==> src/rtl/instruction_fetch_stage.sv <==
// -----------------------------------------------------------------------------
// instruction_fetch_stage
//   Fetch stage of a 32-bit MIPS pipeline. Holds the program counter, presents
//   it as the byte address to a combinational instruction memory, and captures
//   the returned word into the IF/ID pipeline register. Supports hazard stalls,
//   branch/jump redirect with IF/ID flush, and halting once the PC leaves the
//   program space (pc >= HALT_ADDR). A redirect leaves the halted state.
//
// Ports
//   clk            in   rising-edge clock
//   rst            in   asynchronous active-high reset
//   stall          in   hold PC and IF/ID this cycle
//   branch_taken   in   redirect to branch_target (priority over jump)
//   branch_target  in   branch destination byte address (low 2 bits ignored)
//   jump           in   redirect to {jump_index, 2'b00}
//   jump_index     in   J-type instr_index field
//   instr_addr     out  byte address to instruction memory (= pc)
//   instr_data     in   word returned combinationally by instruction memory
//   if_id_instr    out  registered instruction for decode
//   if_id_pc4      out  registered PC+4 of that instruction
//   if_id_valid    out  if_id_instr holds a real fetched instruction
//   halted         out  fetch has reached HALT_ADDR
// -----------------------------------------------------------------------------
`timescale 1ns/1ps

module instruction_fetch_stage #(
   parameter int unsigned                ADDR_WIDTH = 28,
   parameter int unsigned                DATA_WIDTH = 32,
   parameter logic [ADDR_WIDTH-1:0]      RESET_PC   = '0,
   parameter int unsigned                HALT_ADDR  = 372
) (
   input  logic                  clk,
   input  logic                  rst,
   input  logic                  stall,
   input  logic                  branch_taken,
   input  logic [ADDR_WIDTH-1:0] branch_target,
   input  logic                  jump,
   input  logic [ADDR_WIDTH-3:0] jump_index,
   output logic [ADDR_WIDTH-1:0] instr_addr,
   input  logic [DATA_WIDTH-1:0] instr_data,
   output logic [DATA_WIDTH-1:0] if_id_instr,
   output logic [ADDR_WIDTH-1:0] if_id_pc4,
   output logic                  if_id_valid,
   output logic                  halted
);

   typedef enum logic {
      ST_RUN    = 1'b0,
      ST_HALTED = 1'b1
   } state_t;

   state_t                  r_state;
   state_t                  w_state_next;
   logic [ADDR_WIDTH-1:0]   r_pc;
   logic [ADDR_WIDTH-1:0]   w_pc_next;
   logic [DATA_WIDTH-1:0]   r_instr;
   logic [DATA_WIDTH-1:0]   w_instr_next;
   logic [ADDR_WIDTH-1:0]   r_pc4;
   logic [ADDR_WIDTH-1:0]   w_pc4_next;
   logic                    r_valid;
   logic                    w_valid_next;

   logic [ADDR_WIDTH-1:0]   w_pc_plus4;
   logic [ADDR_WIDTH-1:0]   w_branch_aligned;
   logic [ADDR_WIDTH-1:0]   w_redirect_target;
   logic                    w_redirect;
   logic                    w_below_halt;

   // Natural-width add: carry out of the top bit is dropped, so the PC wraps
   // silently at the top of the address space.
   assign w_pc_plus4 = r_pc + ADDR_WIDTH'(4);

   // Branch targets are forced word-aligned by masking the two low bits.
   assign w_branch_aligned  = branch_target & {{(ADDR_WIDTH-2){1'b1}}, 2'b00};
   // Branch wins over jump: the branch is the older instruction in the pipe.
   assign w_redirect_target = branch_taken ? w_branch_aligned : {jump_index, 2'b00};
   assign w_redirect        = branch_taken | jump;

   // One extra bit so a HALT_ADDR of exactly 2**ADDR_WIDTH (never halt) works.
   assign w_below_halt = ({1'b0, r_pc} < (ADDR_WIDTH+1)'(HALT_ADDR));

   always_ff @(posedge clk or posedge rst) begin
      if (rst) begin
         r_state <= ST_RUN;
      end else begin
         r_state <= w_state_next;
      end
   end

   always_comb begin
      w_state_next = r_state;
      w_pc_next    = r_pc;
      w_instr_next = r_instr;
      w_pc4_next   = r_pc4;
      w_valid_next = r_valid;
      if (w_redirect) begin
         // Flush IF/ID with a NOP; redirect also overrides stall and halt.
         w_state_next = ST_RUN;
         w_pc_next    = w_redirect_target;
         w_instr_next = '0;
         w_pc4_next   = '0;
         w_valid_next = 1'b0;
      end else if (stall) begin
         // Everything holds (defaults).
      end else if (r_state == ST_RUN) begin
         if (w_below_halt) begin
            w_pc_next    = w_pc_plus4;
            w_instr_next = instr_data;
            w_pc4_next   = w_pc_plus4;
            w_valid_next = 1'b1;
         end else begin
            w_state_next = ST_HALTED;
            w_instr_next = '0;
            w_pc4_next   = '0;
            w_valid_next = 1'b0;
         end
      end else begin
         // HALTED: PC holds, IF/ID keeps presenting an invalid NOP.
         w_instr_next = '0;
         w_pc4_next   = '0;
         w_valid_next = 1'b0;
      end
   end

   always_ff @(posedge clk or posedge rst) begin
      if (rst) begin
         r_pc    <= RESET_PC;
         r_instr <= '0;
         r_pc4   <= '0;
         r_valid <= 1'b0;
      end else begin
         r_pc    <= w_pc_next;
         r_instr <= w_instr_next;
         r_pc4   <= w_pc4_next;
         r_valid <= w_valid_next;
      end
   end

   assign instr_addr  = r_pc;
   assign if_id_instr = r_instr;
   assign if_id_pc4   = r_pc4;
   assign if_id_valid = r_valid;
   assign halted      = (r_state == ST_HALTED);

endmodule

==> config.mk <==
export PLATFORM = sky130hd
export DESIGN_NAME = instruction_fetch_stage
export DESIGN_NICKNAME = d
export VERILOG_FILES = /design/src/rtl/instruction_fetch_stage.sv
export SDC_FILE = /design/constraint.sdc
export NUM_CORES = 1
export LEC_CHECK = 0
export CAP_MARGIN = 25
export CORE_ASPECT_RATIO = 0.6
export CORE_MARGIN = 2
export CORE_UTILIZATION = 40
export CTS_CLUSTER_DIAMETER = 150
export CTS_CLUSTER_SIZE = 30
export DETAILED_ROUTE_END_ITERATION = 12
export PLACE_DENSITY = 0.82
export SLEW_MARGIN = 15
export SYNTH_ARGS = -nofsm -noshare
export SYNTH_HDL_FRONTEND = slang
export SYNTH_SLANG_ARGS = --single-unit
==> constraint.sdc <==
create_clock -name clk -period 4.5 [get_ports clk]
set_input_delay 0.9 -clock clk [delete_from_list [all_inputs] [get_ports clk]]
set_output_delay 0.9 -clock clk [all_outputs]
set_load 0.01 [all_outputs]
==> Yosys cells after proc, flatten, opt, wreduce, memory -nomap -nowiden <==
Cells that the tools add are included.
{ "word_totals": {"out_inout_bits": 90, "elab_cells": 33, "reg_bits": 90, "mem_bits_rw": 0, "memories": 0, "in_bits": 91, "latch_bits": 0, "rom_bits": 0} }
{ "classes": {"shift": 0, "bitwise": 1, "eq_ne": 2, "n_mux": 21, "addsub": 1, "magnitude_cmp": 1, "reduce_logical": 2, "n_mul": 0, "n_div": 0} }
{ "op_table": {"columns": ["op", "count"], "rows": [
  ["two-way mux 28 bit", 9],
  ["two-way mux 32 bit", 4],
  ["adder 28 x 3 -> 28 bit, second input constant", 1],
  ["< comparator 28 x 9 -> 1 bit, second input constant", 1],
  ["two-way mux 1 bit", 8],
  ["!= test 2 x 1 -> 1 bit, second input constant", 2],
  ["AND reduction 3 bit", 1],
  ["nonzero test 2 bit", 1],
  ["OR 1 bit", 1]
]} }

==> Logic depth before layout (Yosys ltp) <==
Gate-level depths: netlist of the first run.
{ "logic_depth": {"word_depth": 5, "mapped_depth": 9, "depth_no_buf": 7} }

==> Worst setup path after synthesis of the first run <==
Ideal clock, no wire load.
{ "synth_timing": {"kind": "input to register", "from": "input stall", "to": "register r_pc[2] (netlist: instr_addr[2])", "path_buffers": 1, "arrival_ns": 2.217, "stages": 6, "t_required_ns": 4.374, "slack_ns": 2.157, "setup_time_ns": 0.126, "path_cell_list": "buf_2 -> nor3_1 -> nand4_1 -> nor3_2 -> mux2_2 -> a221o_1"} }
{ "synth_between": {"elab_chain_cells": 2} }
{ "synth_lines": {"columns": ["item", "line", "text"], "rows": [
  ["from (decl)", "34", "input logic stall,"],
  ["!= test 2 x 1 -> 1 bit (no line)", null, null],
  ["AND reduction 3 bit (no line)", null, null],
  ["to (signal assigned)", "132", "r_pc <= w_pc_next;"],
  ["to (decl)", "54", "logic [ADDR_WIDTH-1:0] r_pc;"]
]} }
Every way passes these cells.
A chain may end at the register's enable or synchronous reset.

==> Worst setup path after layout of the first run <==
Same ends and word-level chain as after synthesis.

==> results by group, run 1 <==
Routing
  • Number of vias in the routed layout: 3415
  • Vias per cell: 5.18
  • Number of routed nets with antenna violations: 0
  • Number of design-rule violations left by the first detailed-router iteration: 220
  • Final wirelength: 11.4 mm
  • Count of unresolved DRC violations after routing: 0
  • DR WL/cell: 17.3 µm
  • First-pass DRT Iterations: 4

Power and ir drop
  • Power density over the cells: 300 mW/mm²
  • Worst supply voltage drop on vdd: 0.235 mV
  • Leakage power of the design: 2.57 nW

Setup path
  • Reg2reg start: instr_addr[27]$_DFFE_PP0P_
  • Master of the slowest instance on the critical path: sky130_fd_sc_hd__nor3_4
  • Sort of element at the start of the critical path: primary input
  • Worst reg2reg endpoint: instr_addr[2]$_DFFE_PP0P_
  • Cell-by-cell trace of the critical path: buf_2 -> nor3_1 -> nand4_1 -> nor3_4 -> buf_4 -> mux2_2 -> a221o_1
  • Slowest stage delay, CP: 0.37 ns
  • Highest net fanout along the worst path: 15
  • Setup crit end kind: flop
  • Critical path launch point: stall
  • R2r setup slk: 2.03 ns
  • Critical Path RT: 4.73 ns
  • Cell depth of the worst flop-to-flop path: 6
  • End point of the critical path: instr_addr[2]$_DFFE_PP0P_
  • Critical path class: in2reg
  • Data arrival time of the critical path: 2.91 ns

Yosys
  • Most common cell in the synthesized netlist: sky130_fd_sc_hd__dfrtp_1
  • Primary flip-flop cell chosen by synthesis mapping: sky130_fd_sc_hd__dfrtp_1
  • Top area cells in the synthesized netlist: sky130_fd_sc_hd__dfrtp_1, sky130_fd_sc_hd__a22oi_2, sky130_fd_sc_hd__nor2_2
  • EDFF count, synth: 0
  • Most numerous cell types in the synthesized netlist: sky130_fd_sc_hd__dfrtp_1, sky130_fd_sc_hd__nor2_2, sky130_fd_sc_hd__a22oi_2, sky130_fd_sc_hd__and3_1, sky130_fd_sc_hd__nand2_1
  • Yosys warning count: 0
  • Netlist area before placement: 0.00414 mm²
  • Average footprint of a synthesized cell: 11.7 µm²
  • Proportion of netlist area held by the largest area contributor: 52.6%
  • Synth Register Bits: 87
  • Synthesized netlist cell count: 354
  • Fraction of registers with async set or reset after synthesis: 100%
  • Sequential cell area fraction in the yosys report: 52.6%
  • Number of different library cells in the post-synthesis netlist: 45
  • Synth area leader: sky130_fd_sc_hd__dfrtp_1

Timing
  • Timing-limited maximum frequency: 374 MHz
  • Setup violations, final: 0
  • Setup Total Neg Slack: 0 ns
  • Worst Hold Margin: 0.518 ns
  • Transition time at the pin with the least slew margin: 0.948 ns
  • Pins over their slew limit: 0
  • Unrepaired setup endpoints after global routing: false
  • Setup Skew: 0.0103 ns
  • Final worst-path cycle share: 59.5%
  • Post-layout min period: 2.68 ns
  • Slack of the critical path: 1.82 ns
  • Final Hold Fails: 0
  • Max-Slew Margin vs Limit: 36.8%

Worst hold path
  • Hold WC Path Type: reg2reg

Floorplan
  • Total number of placement rows: 28
  • Horizontal extent of the die: 135 µm
  • Initial core utilization: 41.6%
  • Core ar.: 0.00995 mm²
  • Die ar.: 0.0112 mm²
  • Height of the die: 82.8 µm
  • I/O pin count: 181

Final layout
  • Core Util, Final: 62.6%
  • Combined area of the multi-input logic cells: 0.00171 mm²
  • Final Net Count: 612
  • Layout overhead on the synthesized area: 50.3%
  • Antenna cells: 0
  • Register Area: 0.00218 mm²
  • Fraction of final layout cells with drive strength greater than 1: 21.2%
  • Final Instance Count excl. Fillers: 659
  • Number of fillers in the final layout: 792

Clock network
  • Clock Pin Slew Worst Setup and Hold Paths: 0.08 ns
  • Number of sinks on the clock net: 87
  • Number of buffers inserted by post-CTS setup repair: 0
  • Clock tree from TritonCTS: done
  • Skew-Pair Late Insertion Delay: 0.35 ns
  • Number of buffers created by CTS: 9
  • CTS resizes: 0
  • Bufs on Longest Clock Path: 2
  • Clock Root Buffer: sky130_fd_sc_hd__clkbuf_16
  • Hold Buf Count CTS: 0
  • Number of H-tree levels: 3

Global routing
  • Wire length of the first global-routing pass: 18.2 mm
  • Overall overflow remaining after global route: 0
  • Via count of the first global-routing pass: 3487
  • Largest net degree at the start of global routing: 62
  • Number of antenna violations at the first check in global routing: 0
  • Global-route usage over all layers: 20.6%

Run
  • # Max-Cap Violations: 0

Placement
  • Detailed Place HPWL: 8.38 mm
  • RePlAce Congestion: 0.882
  • Count of buffers from port buffering: 176
  • Setup slack after placement: 1.48 ns
  • Number of instances in the placed design: 643

Status
  • Result of the run: finished, final reports clean
==> final cells by class <==
cell class                      count  share of cell area, %
Clock buffer                        9                   3.62
Clock inverter                      7                   1.43
Inverter                            7                  0.442
Multi-Input combinational cell    229                   27.5
Sequential cell                    87                   35.0
Tap cell                          135                   2.71
Timing Repair Buffer              185                   29.3
==> layout by cell type (no fill, tap or decap), types with 5 or more instances in the layout <==
master / count
sky130_fd_sc_hd__nor2_2: 39
sky130_fd_sc_hd__clkbuf_16: 9
sky130_fd_sc_hd__buf_4: 9
sky130_fd_sc_hd__xnor2_1: 6
sky130_fd_sc_hd__dfrtp_1: 87
sky130_fd_sc_hd__o21ai_0: 19
sky130_fd_sc_hd__inv_1: 6
sky130_fd_sc_hd__mux2i_1: 19
sky130_fd_sc_hd__a21oi_1: 5
sky130_fd_sc_hd__clkdlybuf4s50_1: 175
sky130_fd_sc_hd__nand2_1: 22
sky130_fd_sc_hd__a22oi_2: 38
sky130_fd_sc_hd__nor2_1: 11
sky130_fd_sc_hd__and3_1: 22
==> flip-flops by register name, indices dropped and copies added, names as in the netlist <==
signal / flops
if_id_pc4: 27
halted: 1
if_id_valid: 1
instr_addr: 26
if_id_instr: 32
==> critical path, delay by kind of cell <==
kind / cells / cell delay [ns]
multiplexers: 1 / 0.37
buffers and inverters: 2 / 0.44
AND/OR/NAND/NOR: 3 / 0.93
AO/OA/AOI/OAI: 1 / 0.25
==> cells by family after synthesis <==
family / Yosys count / share of synthesized area (%)
compound gates: 83 / 18.4
xor+xnor: 7 / 1.48
fa+ha+maj: 2 / 0.604
buf+inv: 39 / 6.34
flops: 87 / 52.6
mux: 20 / 4.86
other cells: 1 / 0.0905
simple gates: 115 / 15.6
==> per-stage QoR <==
step	cell area (µm²)	power, mW
2_1_floorplan	4150	0.966
3_3_place_gp	5910	1.12
3_5_place_dp	5910	1.13
4_1_cts	6220	1.89
5_1_grt	6220	1.95
6_report	6220	1.87
==> worst min-delay path by stage <==
stage	from	slack [ns]	cells after the start	end
after CTS	if_id_pc4[9]$_DFFE_PP0N_	0.52	1	if_id_pc4[9]$_DFFE_PP0N_
after global placement	if_id_pc4[17]$_DFFE_PP0N_	0.49	1	if_id_pc4[17]$_DFFE_PP0N_
after global routing	if_id_pc4[27]$_DFFE_PP0N_	0.53	1	if_id_pc4[27]$_DFFE_PP0N_
after floorplan	if_id_pc4[18]$_DFFE_PP0N_	0.55	1	if_id_pc4[18]$_DFFE_PP0N_
final	if_id_pc4[14]$_DFFE_PP0N_	0.52	1	if_id_pc4[14]$_DFFE_PP0N_
after detailed placement	if_id_pc4[17]$_DFFE_PP0N_	0.50	1	if_id_pc4[17]$_DFFE_PP0N_
==> per-layer routing <==
metal	track usage (%)	part of all wire, %
met1	28.9	44
met2	30.5	45
met3	7.51	9.5
met4	5.11	1.0
met5	0	0
==> where the power goes <==
part	leakage (nW)	switching, mW	internal, mW	total (mW)
clock	0.152	0.358	0.399	0.758
combinational	1.25	0.124	0.149	0.273
sequential	1.16	0.0335	0.805	0.839
total	2.57	0.516	1.35	1.87
Note: power is estimated with default switching activity, not from simulation.
==> inputs of run 2 (changes only) <==
Settings changed: CORE_UTILIZATION 40 to 38, PLACE_DENSITY 0.82 to 0.81.
Clock period 4.5 ns to 2.3 ns, I/O delays scaled along.
==> results by group, run 2 (synthesis results as in run 1) <==
Power and ir drop
  • Worst supply voltage drop on vdd: 0.342 mV
  • Power density over the cells: 568 mW/mm²
  • Leakage power of the design: 2.60 nW

Routing
  • Vias per cell: 5.08
  • Final wirelength: 11.7 mm
  • Count of unresolved DRC violations after routing: 0
  • DR WL/cell: 17.4 µm
  • First-pass DRT Iterations: 4
  • Number of design-rule violations left by the first detailed-router iteration: 155
  • Number of routed nets with antenna violations: 0
  • Number of vias in the routed layout: 3402

Setup path
  • Critical path class: reg2reg
  • R2r setup slk: 0.07 ns
  • Critical Path RT: 2.52 ns
  • Cell-by-cell trace of the critical path: nor4_1 -> buf_4 -> nand4_1 -> nor3_4 -> mux2_2 -> a221o_1
  • Worst reg2reg endpoint: instr_addr[2]$_DFFE_PP0P_
  • Sort of element at the start of the critical path: flop
  • Critical path launch point: instr_addr[24]$_DFFE_PP0P_
  • Cell depth of the worst flop-to-flop path: 6
  • Reg2reg start: instr_addr[24]$_DFFE_PP0P_
  • Highest net fanout along the worst path: 3
  • Slowest stage delay, CP: 0.40 ns
  • Data arrival time of the critical path: 2.45 ns
  • End point of the critical path: instr_addr[2]$_DFFE_PP0P_
  • Master of the slowest instance on the critical path: sky130_fd_sc_hd__dfrtp_1
  • Setup crit end kind: flop

Global routing
  • Number of antenna violations at the first check in global routing: 1
  • Largest net degree at the start of global routing: 88
  • Overall overflow remaining after global route: 0
  • Wire length of the first global-routing pass: 19.0 mm
  • Global-route usage over all layers: 20.3%
  • Via count of the first global-routing pass: 3620

Floorplan
  • Total number of placement rows: 29
  • Horizontal extent of the die: 139 µm
  • I/O pin count: 181
  • Die ar.: 0.0118 mm²
  • Initial core utilization: 39.1%
  • Height of the die: 84.9 µm
  • Core ar.: 0.0106 mm²

Status
  • Result of the run: finished, final reports clean

Timing
  • Setup violations, final: 0
  • Max-Slew Margin vs Limit: 45.5%
  • Transition time at the pin with the least slew margin: 0.817 ns
  • Final worst-path cycle share: 97.0%
  • Final Hold Fails: 0
  • Setup Skew: 0.00767 ns
  • Timing-limited maximum frequency: 448 MHz
  • Post-layout min period: 2.23 ns
  • Pins over their slew limit: 0

Final layout
  • Fraction of final layout cells with drive strength greater than 1: 22.1%
  • Core Util, Final: 59.4%
  • Register Area: 0.00218 mm²
  • Layout overhead on the synthesized area: 52.1%
  • Final std cell area, no fill: 0.00630 mm²
  • Number of flip-flops in the largest register: 32
  • Combined area of the multi-input logic cells: 0.00171 mm²
  • Highest-count cells in the layout ignoring fill and taps: sky130_fd_sc_hd__clkdlybuf4s50_1, sky130_fd_sc_hd__dfrtp_1, sky130_fd_sc_hd__nor2_2, sky130_fd_sc_hd__a22oi_2
  • Most common cell after layout, fill and taps aside: sky130_fd_sc_hd__clkdlybuf4s50_1
  • Final Net Count: 619
  • Number of fillers in the final layout: 878

Clock network
  • Skew-Pair Late Insertion Delay: 0.33 ns
  • Clock Pin Slew Worst Setup and Hold Paths: 0.06 ns
  • Bufs on Longest Clock Path: 2
  • Clock Root Buffer: sky130_fd_sc_hd__clkbuf_16
  • Hold Buf Count CTS: 0
  • Number of sinks on the clock net: 87
  • Number of H-tree levels: 3
  • Number of buffers created by CTS: 9
  • Clock tree from TritonCTS: done

Placement
  • Total cell area at the placement stage: 0.00599 mm²
  • Count of buffers from port buffering: 176
  • Detailed Place HPWL: 8.13 mm
  • RePlAce Congestion: 0.824

Worst hold path
  • Hold WC Path Type: reg2reg

Run
  • # Max-Cap Violations: 0
[run 2: changes by cell type in the layout (fill, tap and decap cells not counted), sizes merged]
cell	change
clkbuf	+4
clkinv	-3
buf	+6
clkinvlp	+2
inv	-3
diode	+1
[run 2: layout make-up]
class / count / share of cell area, %
well taps: 139 / 2.76
flip-flops and latches: 87 / 34.6
clock inverters: 3 / 0.278
diodes: 1 / 0.0397
clock buffers: 12 / 4.23
multi-input cells: 229 / 27.2
repair buffers: 192 / 30.5
inverters: 7 / 0.477
[run 2: worst min path at each step]
stage,from,end,cells after the start
final,if_id_pc4[18]$_DFFE_PP0N_,if_id_pc4[18]$_DFFE_PP0N_,1
after global routing,if_id_pc4[16]$_DFFE_PP0N_,if_id_pc4[16]$_DFFE_PP0N_,1
after CTS,if_id_pc4[12]$_DFFE_PP0N_,if_id_pc4[12]$_DFFE_PP0N_,1
after detailed placement,if_id_pc4[16]$_DFFE_PP0N_,if_id_pc4[16]$_DFFE_PP0N_,1
after global placement,if_id_pc4[9]$_DFFE_PP0N_,if_id_pc4[9]$_DFFE_PP0N_,1
after floorplan,if_id_pc4[18]$_DFFE_PP0N_,if_id_pc4[18]$_DFFE_PP0N_,1
[run 2: stage by stage]
step | setup slack (ns) | hold WS [ns] | std cells | setup TNS, ns | total power, mW
final | 0.0689 | 0.510 | 670 | 0 | 3.58
after global routing | -0.00478 | 0.532 | 669 | -0.00478 | 3.75
after CTS | 0.112 | 0.513 | 668 | 0 | 3.62
after detailed placement | 0.0885 | 0.497 | 653 | 0 | 2.22
after global placement | 0.110 | 0.494 | 653 | 0 | 2.21
after floorplan | 0.397 | 0.547 | 355 | 0 | 1.89
[run 2: power breakdown]
part / switching, mW / internal (mW) / total [mW]
Sequential: 0.0575 / 1.58 / 1.63
Combinational: 0.256 / 0.301 / 0.557
Clock: 0.573 / 0.811 / 1.38
Total: 0.886 / 2.69 / 3.58
[run 2: what timing repair did]
item                       4_1_cts  5_1_grt
setup endpoints to repair        0        1
gates resized for setup          0        0
setup buffers                    0        0
[run 2: layer usage]
| metal | track usage [%] | part of all wire [%] | up-vias |
|---|---|---|---|
| met2 | 31.8 | 46 | 129 |
| li1 | - | - | 1602 |
| met4 | 4.78 | 1.0 | 0 |
| met1 | 27.0 | 45 | 1659 |
| met5 | 0 | 0 | - |
| met3 | 7.62 | 8.1 | 12 |
[run 2: critical path: cells and delay by family (launching register included)]
kind,cells,cell delay [ns]
simple gates,3,0.91
flops,1,0.40
mux,1,0.38
compound gates,1,0.25
buf+inv,1,0.18
